===== src/rtl/div_sequencer.sv =====
// div_sequencer: issue/retire sequencer between the Ex stage and the unsigned multi-cycle divide core
module div_sequencer #(
  parameter int XLEN = 64,
  parameter int REG_ADDR_W = 5
) (
  input  logic                  Clk,
  input  logic                  Rst,
  input  logic                  ReqValid,
  output logic                  ReqReady,
  input  logic [6:0]            ReqOpCode,
  input  logic [2:0]            ReqFunct3,
  input  logic [XLEN-1:0]       ReqDividend,
  input  logic [XLEN-1:0]       ReqDivisor,
  input  logic [REG_ADDR_W-1:0] ReqWriteAddr,
  input  logic                  Flush,
  output logic                  CoreStart,
  output logic                  CoreKill,
  output logic [XLEN-1:0]       CoreDividend,
  output logic [XLEN-1:0]       CoreDivisor,
  input  logic                  CoreDone,
  input  logic [XLEN-1:0]       CoreQuotient,
  input  logic [XLEN-1:0]       CoreRemainder,
  output logic                  RspValid,
  input  logic                  RspReady,
  output logic [XLEN-1:0]       RspData,
  output logic [REG_ADDR_W-1:0] RspWriteAddr,
  output logic                  HoldFlag
);
  localparam logic [6:0] OP64 = 7'b0110011;
  localparam logic [6:0] OPW = 7'b0111011;
  typedef enum logic [1:0] {IDLE, SPECIAL, BUSY, RESP} stateT;
  stateT state, nextState;
  logic reqW, reqSigned, reqNegA, reqNegB, div0, ovf, special, reqFire;
  logic isW, isRem, negA, negB;
  logic [XLEN-1:0] opA, opB, magA, magB, minVal, specialRes, quot, rem, fixRes;

  function automatic logic [XLEN-1:0] wExt(input logic [XLEN-1:0] v, input logic w);
    return w ? {{(XLEN-32){v[31]}}, v[31:0]} : v;
  endfunction

  // Operand preparation and local resolution of divide-by-zero / signed overflow
  always_comb begin
    reqW = ReqOpCode == OPW;
    reqSigned = !ReqFunct3[0];
    opA = reqW ? {{(XLEN-32){reqSigned & ReqDividend[31]}}, ReqDividend[31:0]} : ReqDividend;
    opB = reqW ? {{(XLEN-32){reqSigned & ReqDivisor[31]}}, ReqDivisor[31:0]} : ReqDivisor;
    reqNegA = reqSigned & opA[XLEN-1];
    reqNegB = reqSigned & opB[XLEN-1];
    magA = reqNegA ? -opA : opA;
    magB = reqNegB ? -opB : opB;
    minVal = reqW ? {{(XLEN-31){1'b1}}, 31'b0} : {1'b1, {(XLEN-1){1'b0}}};
    div0 = opB == {XLEN{1'b0}};
    ovf = reqSigned && (opA == minVal) && (&opB);
    special = div0 || ovf;
    specialRes = wExt(div0 ? (ReqFunct3[1] ? opA : {XLEN{1'b1}}) : (ReqFunct3[1] ? {XLEN{1'b0}} : opA), reqW);
    reqFire = (state == IDLE) && ReqValid && (ReqOpCode == OP64 || reqW) && ReqFunct3[2] && !Flush;
  end

  // Sign fix-up of the unsigned core result
  always_comb begin
    quot = (negA ^ negB) ? -CoreQuotient : CoreQuotient;
    rem = negA ? -CoreRemainder : CoreRemainder;
    fixRes = wExt(isRem ? rem : quot, isW);
  end

  // Next state and handshake outputs; flush overrides every transition
  always_comb begin
    nextState = state;
    case (state)
      IDLE:    nextState = reqFire ? (special ? SPECIAL : BUSY) : IDLE;
      SPECIAL: nextState = RESP;
      BUSY:    nextState = CoreDone ? RESP : BUSY;
      RESP:    nextState = RspReady ? IDLE : RESP;
      default: nextState = IDLE;
    endcase
    if (Flush) nextState = IDLE;
    ReqReady = state == IDLE;
    RspValid = state == RESP;
    HoldFlag = (state != IDLE) || reqFire;
    CoreKill = Flush && (state == BUSY);
  end

  // State register
  always_ff @(posedge Clk or negedge Rst) begin
    if (!Rst) state <= IDLE;
    else state <= nextState;
  end

  // Request capture, core launch and result holding
  always_ff @(posedge Clk or negedge Rst) begin
    if (!Rst) begin
      CoreStart <= 1'b0;
      CoreDividend <= '0;
      CoreDivisor <= '0;
      RspData <= '0;
      RspWriteAddr <= '0;
      isW <= 1'b0;
      isRem <= 1'b0;
      negA <= 1'b0;
      negB <= 1'b0;
    end else begin
      CoreStart <= reqFire && !special;
      if (reqFire) begin
        CoreDividend <= magA;
        CoreDivisor <= magB;
        RspData <= specialRes;
        RspWriteAddr <= ReqWriteAddr;
        isW <= reqW;
        isRem <= ReqFunct3[1];
        negA <= reqNegA;
        negB <= reqNegB;
      end else if (state == BUSY && CoreDone && !Flush) begin
        RspData <= fixRes;
      end
    end
  end
endmodule


===== config.mk =====
export PLATFORM = sky130hd
export DESIGN_NAME = div_sequencer
export DESIGN_NICKNAME = d
export VERILOG_FILES = /design/src/rtl/div_sequencer.sv
export SDC_FILE = /design/constraint.sdc
export NUM_CORES = 1
export LEC_CHECK = 0
export CAP_MARGIN = 20
export CORE_AREA = 2 2 188 190
export DETAILED_ROUTE_END_ITERATION = 7
export DIE_AREA = 0 0 190 192
export PLACE_DENSITY_LB_ADDON = 0.1
export SKIP_LAST_GASP = 1
export SLEW_MARGIN = 20
export SYNTH_ARGS = -nofsm -noshare
export SYNTH_HDL_FRONTEND = slang
export SYNTH_SLANG_ARGS = --single-unit

===== constraint.sdc =====
create_clock -name Clk -period 4.5 [get_ports Clk]
set_input_delay 0.675 -clock Clk [delete_from_list [all_inputs] [get_ports Clk]]
set_output_delay 0.675 -clock Clk [all_outputs]
set_load 0.05 [all_outputs]

==> flow_summary.ini <==
[synthesis]
synth_fp_nets = 2313
synth_edf_count = 0
synthTopCellsByCount = 257 x nand2_1, 219 x o21ai_0, 204 x dfrtp_1
synth_top_area_frac = 0.319
syn_area_um2 = 16000
ys_seq_area_frac = 0.319
synth.distinct_cells = 87
async_flop_share = 1.00
yosysMostFrequentCell = nand2_1
ys_seq_elements = 204
ys_top_cells_by_area = dfrtp_1 32%, o21ai_0 6.9%, xnor2_1 6.5%
synth_top_area_cell = dfrtp_1
syn_inst = 2031
syn_avg_cell_area_um2 = 7.87
synth_warnings = 0
synth_top_flop_cell = dfrtp_1

[critical_path]
critPathRequiredTime_ns = 4.92
worstSetupPathType = input pin to register
reg2reg_slack_ns = 1.62
worstSetupEndpointType = register
start_kind = input pin
worstSetupEndpoint = RspData[57]
r2r-start = isRem
cp_max_fo = 14
r2r_cells = 5
cp-startpoint = ReqOpCode[2]
crit_arrival_ns = 4.12
r2r_end = RspData[36]

[timing]
rsz0062_at_grt = no
fmax_mhz = 270
tightest_slew_ns = 1.04
finalSetupViolations = 0
clock_skew_ns = 0.0204
fin_crit_ns = 3.70
final-hold-violation-count = 0
final.setup.tns_ns = 0
fin_ws_ns = 0.797
slew-limit-headroom = 0.296
period_share = 0.823
final_max_slew_viol_count = 0

[die]
ioPinCount = 479
rows = 68
fp.dieH_um = 192
dieArea_um2 = 36500
start_util = 0.466
die_w_um = 190
coreArea_um2 = 34300

[clock_tree]
clockBufferDepth = 3
clock-sinks = 204
cts_made_buffers = 24
clkLatencyLatePin_ns = 0.55
cts-hold-fix-buffers = 0
cts_root_buf = clkbuf_16
cts_tree = yes
htree_levels = 1
ctsResizeCount = 0
cts_setup_buffers = 0
clkSlewWorstSetupHoldPaths_ns = 0.06

[global_routing]
grt_overflow = 0
antenna_found_initial = 4
first_global_vias = 17809
grt_start_max_net_pins = 106
grt_first_pass_wirelength_um = 107000
track_usage = 0.381

[place]
gp_congestion = 1.01
place_area_um2 = 21400
place_ws_ns = 0.325
port_buffers = 478
place_hpwl_um = 56200

[power]
p_per_area_nw_per_um2 = 300
ir_worst_vdd_mv = 0.260
power_leakage_uw = 0.00845

[layout]
syn2layout_area_growth_pct = 39.0
drive_gt1_frac = 0.0656
nets = 2748
postLayoutCellArea_um2 = 22200

[worst_hold_path]
min_path_type = input pin to asynchronous set/reset pin

[drt]
wl_per_cell_um = 24.2
drt_iter0_markers = 2002
ant_nets = 0
drc_errors = 0
avgViaCountPerCell = 6.38
firstDrtPassIters = 6
wirelength_um = 71300
vias = 18773

[status]
status = complete, no violations

[job]
drv_cap = 0
==> layer usage <==
layer,GRT usage,up-vias,routed length [um]
met3,0.0607,224,6890
met5,0,-,0
li1,-,8436,-
met2,0.623,1227,33000
met1,0.487,8886,27500
met4,0.198,0,3910
==> sequential cells by signal, indices dropped and copies added, names as in the netlist, 2 cells and up <==
name          flops
CoreDivisor      64
state             2
RspData          64
CoreDividend     64
RspWriteAddr      5
==> where the power goes <==
part / switching (uW) / total, uW / internal, uW
Combinational: 1490 / 2380 / 888
Sequential: 183 / 2220 / 2030
Clock: 841 / 2060 / 1220
==> final cells by class <==
cell class                      instances  area [um2]
Antenna cell                            4        10.0
Clock buffer                           28         656
Clock inverter                         15         189
Fill cell                            2918       12100
Inverter                               25        93.8
Multi-Input combinational cell       1667       10300
Sequential cell                       204        5110
Tap cell                              455         569
Timing Repair Buffer                  544        5310
==> placed cells by master, fill, tap and decap left out, types with 7 or more instances in the layout <==
cell type        instances
buf_4                   65
or3_1                   48
and2_1                   7
nand2_1                256
a32o_1                   7
o21ai_1                  9
a211o_1                  8
nor2_1                 138
xnor2_1                117
or4_1                   36
o31ai_1                 51
o21ai_0                219
o22ai_1                 17
mux2i_1                 15
nand4_1                 40
nand2b_1                10
o211ai_1                13
nor3_1                  68
xor2_1                 107
o221ai_1                 9
clkbuf_16               24
a21oi_1                161
nand3_1                 33
and4_1                   7
nor4_1                  51
a22oi_1                 17
a211oi_1                10
inv_1                   25
a41oi_1                 12
o41ai_1                 22
clkdlybuf4s50_1        476
a31oi_1                 36
or2_2                    8
and3_1                   8
dfrtp_1                203
==> kinds of logic after synthesis <==
family | count (synthesis) | synth area share
simple gates | 763 | 0.245
compound gates | 658 | 0.260
xor+xnor | 225 | 0.123
flops | 204 | 0.319
buf+inv | 160 | 0.0390
mux | 16 | 0.0101
fa+ha+maj | 5 | 0.00391
==> worst max-delay path, stage by stage <==
cell             delay [ns]
clkdlybuf4s50_1        0.42
nand4b_1               0.56
o211a_1                0.42
a41oi_1                0.79
o31ai_4                0.24
and2_1                 0.38
a22o_1                 0.26
or3b_1                 0.36
==> worst min-delay path by stage <==
stage                     slack (ns)         endpoint  cells past startpoint             from
final                           0.27  CoreDivisor[38]                      1              Rst
after global routing            0.33  CoreDivisor[47]                      1              Rst
after CTS                       0.30  CoreDivisor[47]                      1              Rst
after detailed placement        0.47  RspWriteAddr[4]                      2  RspWriteAddr[4]
after global placement          0.46  RspWriteAddr[1]                      2  RspWriteAddr[1]
after floorplan                 0.38  CoreDividend[0]                      0              Rst
==> stage by stage <==
step	utilization	hold WS, ns	cells	total power (uW)
floorplan	-	0.379	2031	3480
global placement	0.623	0.458	2895	4570
detailed placement	0.623	0.466	2895	4590
CTS	0.648	0.296	2938	6650
global route	0.648	0.334	2942	6890
finish	0.648	0.270	2942	6660
Note: power is estimated with default switching activity, not from simulation.
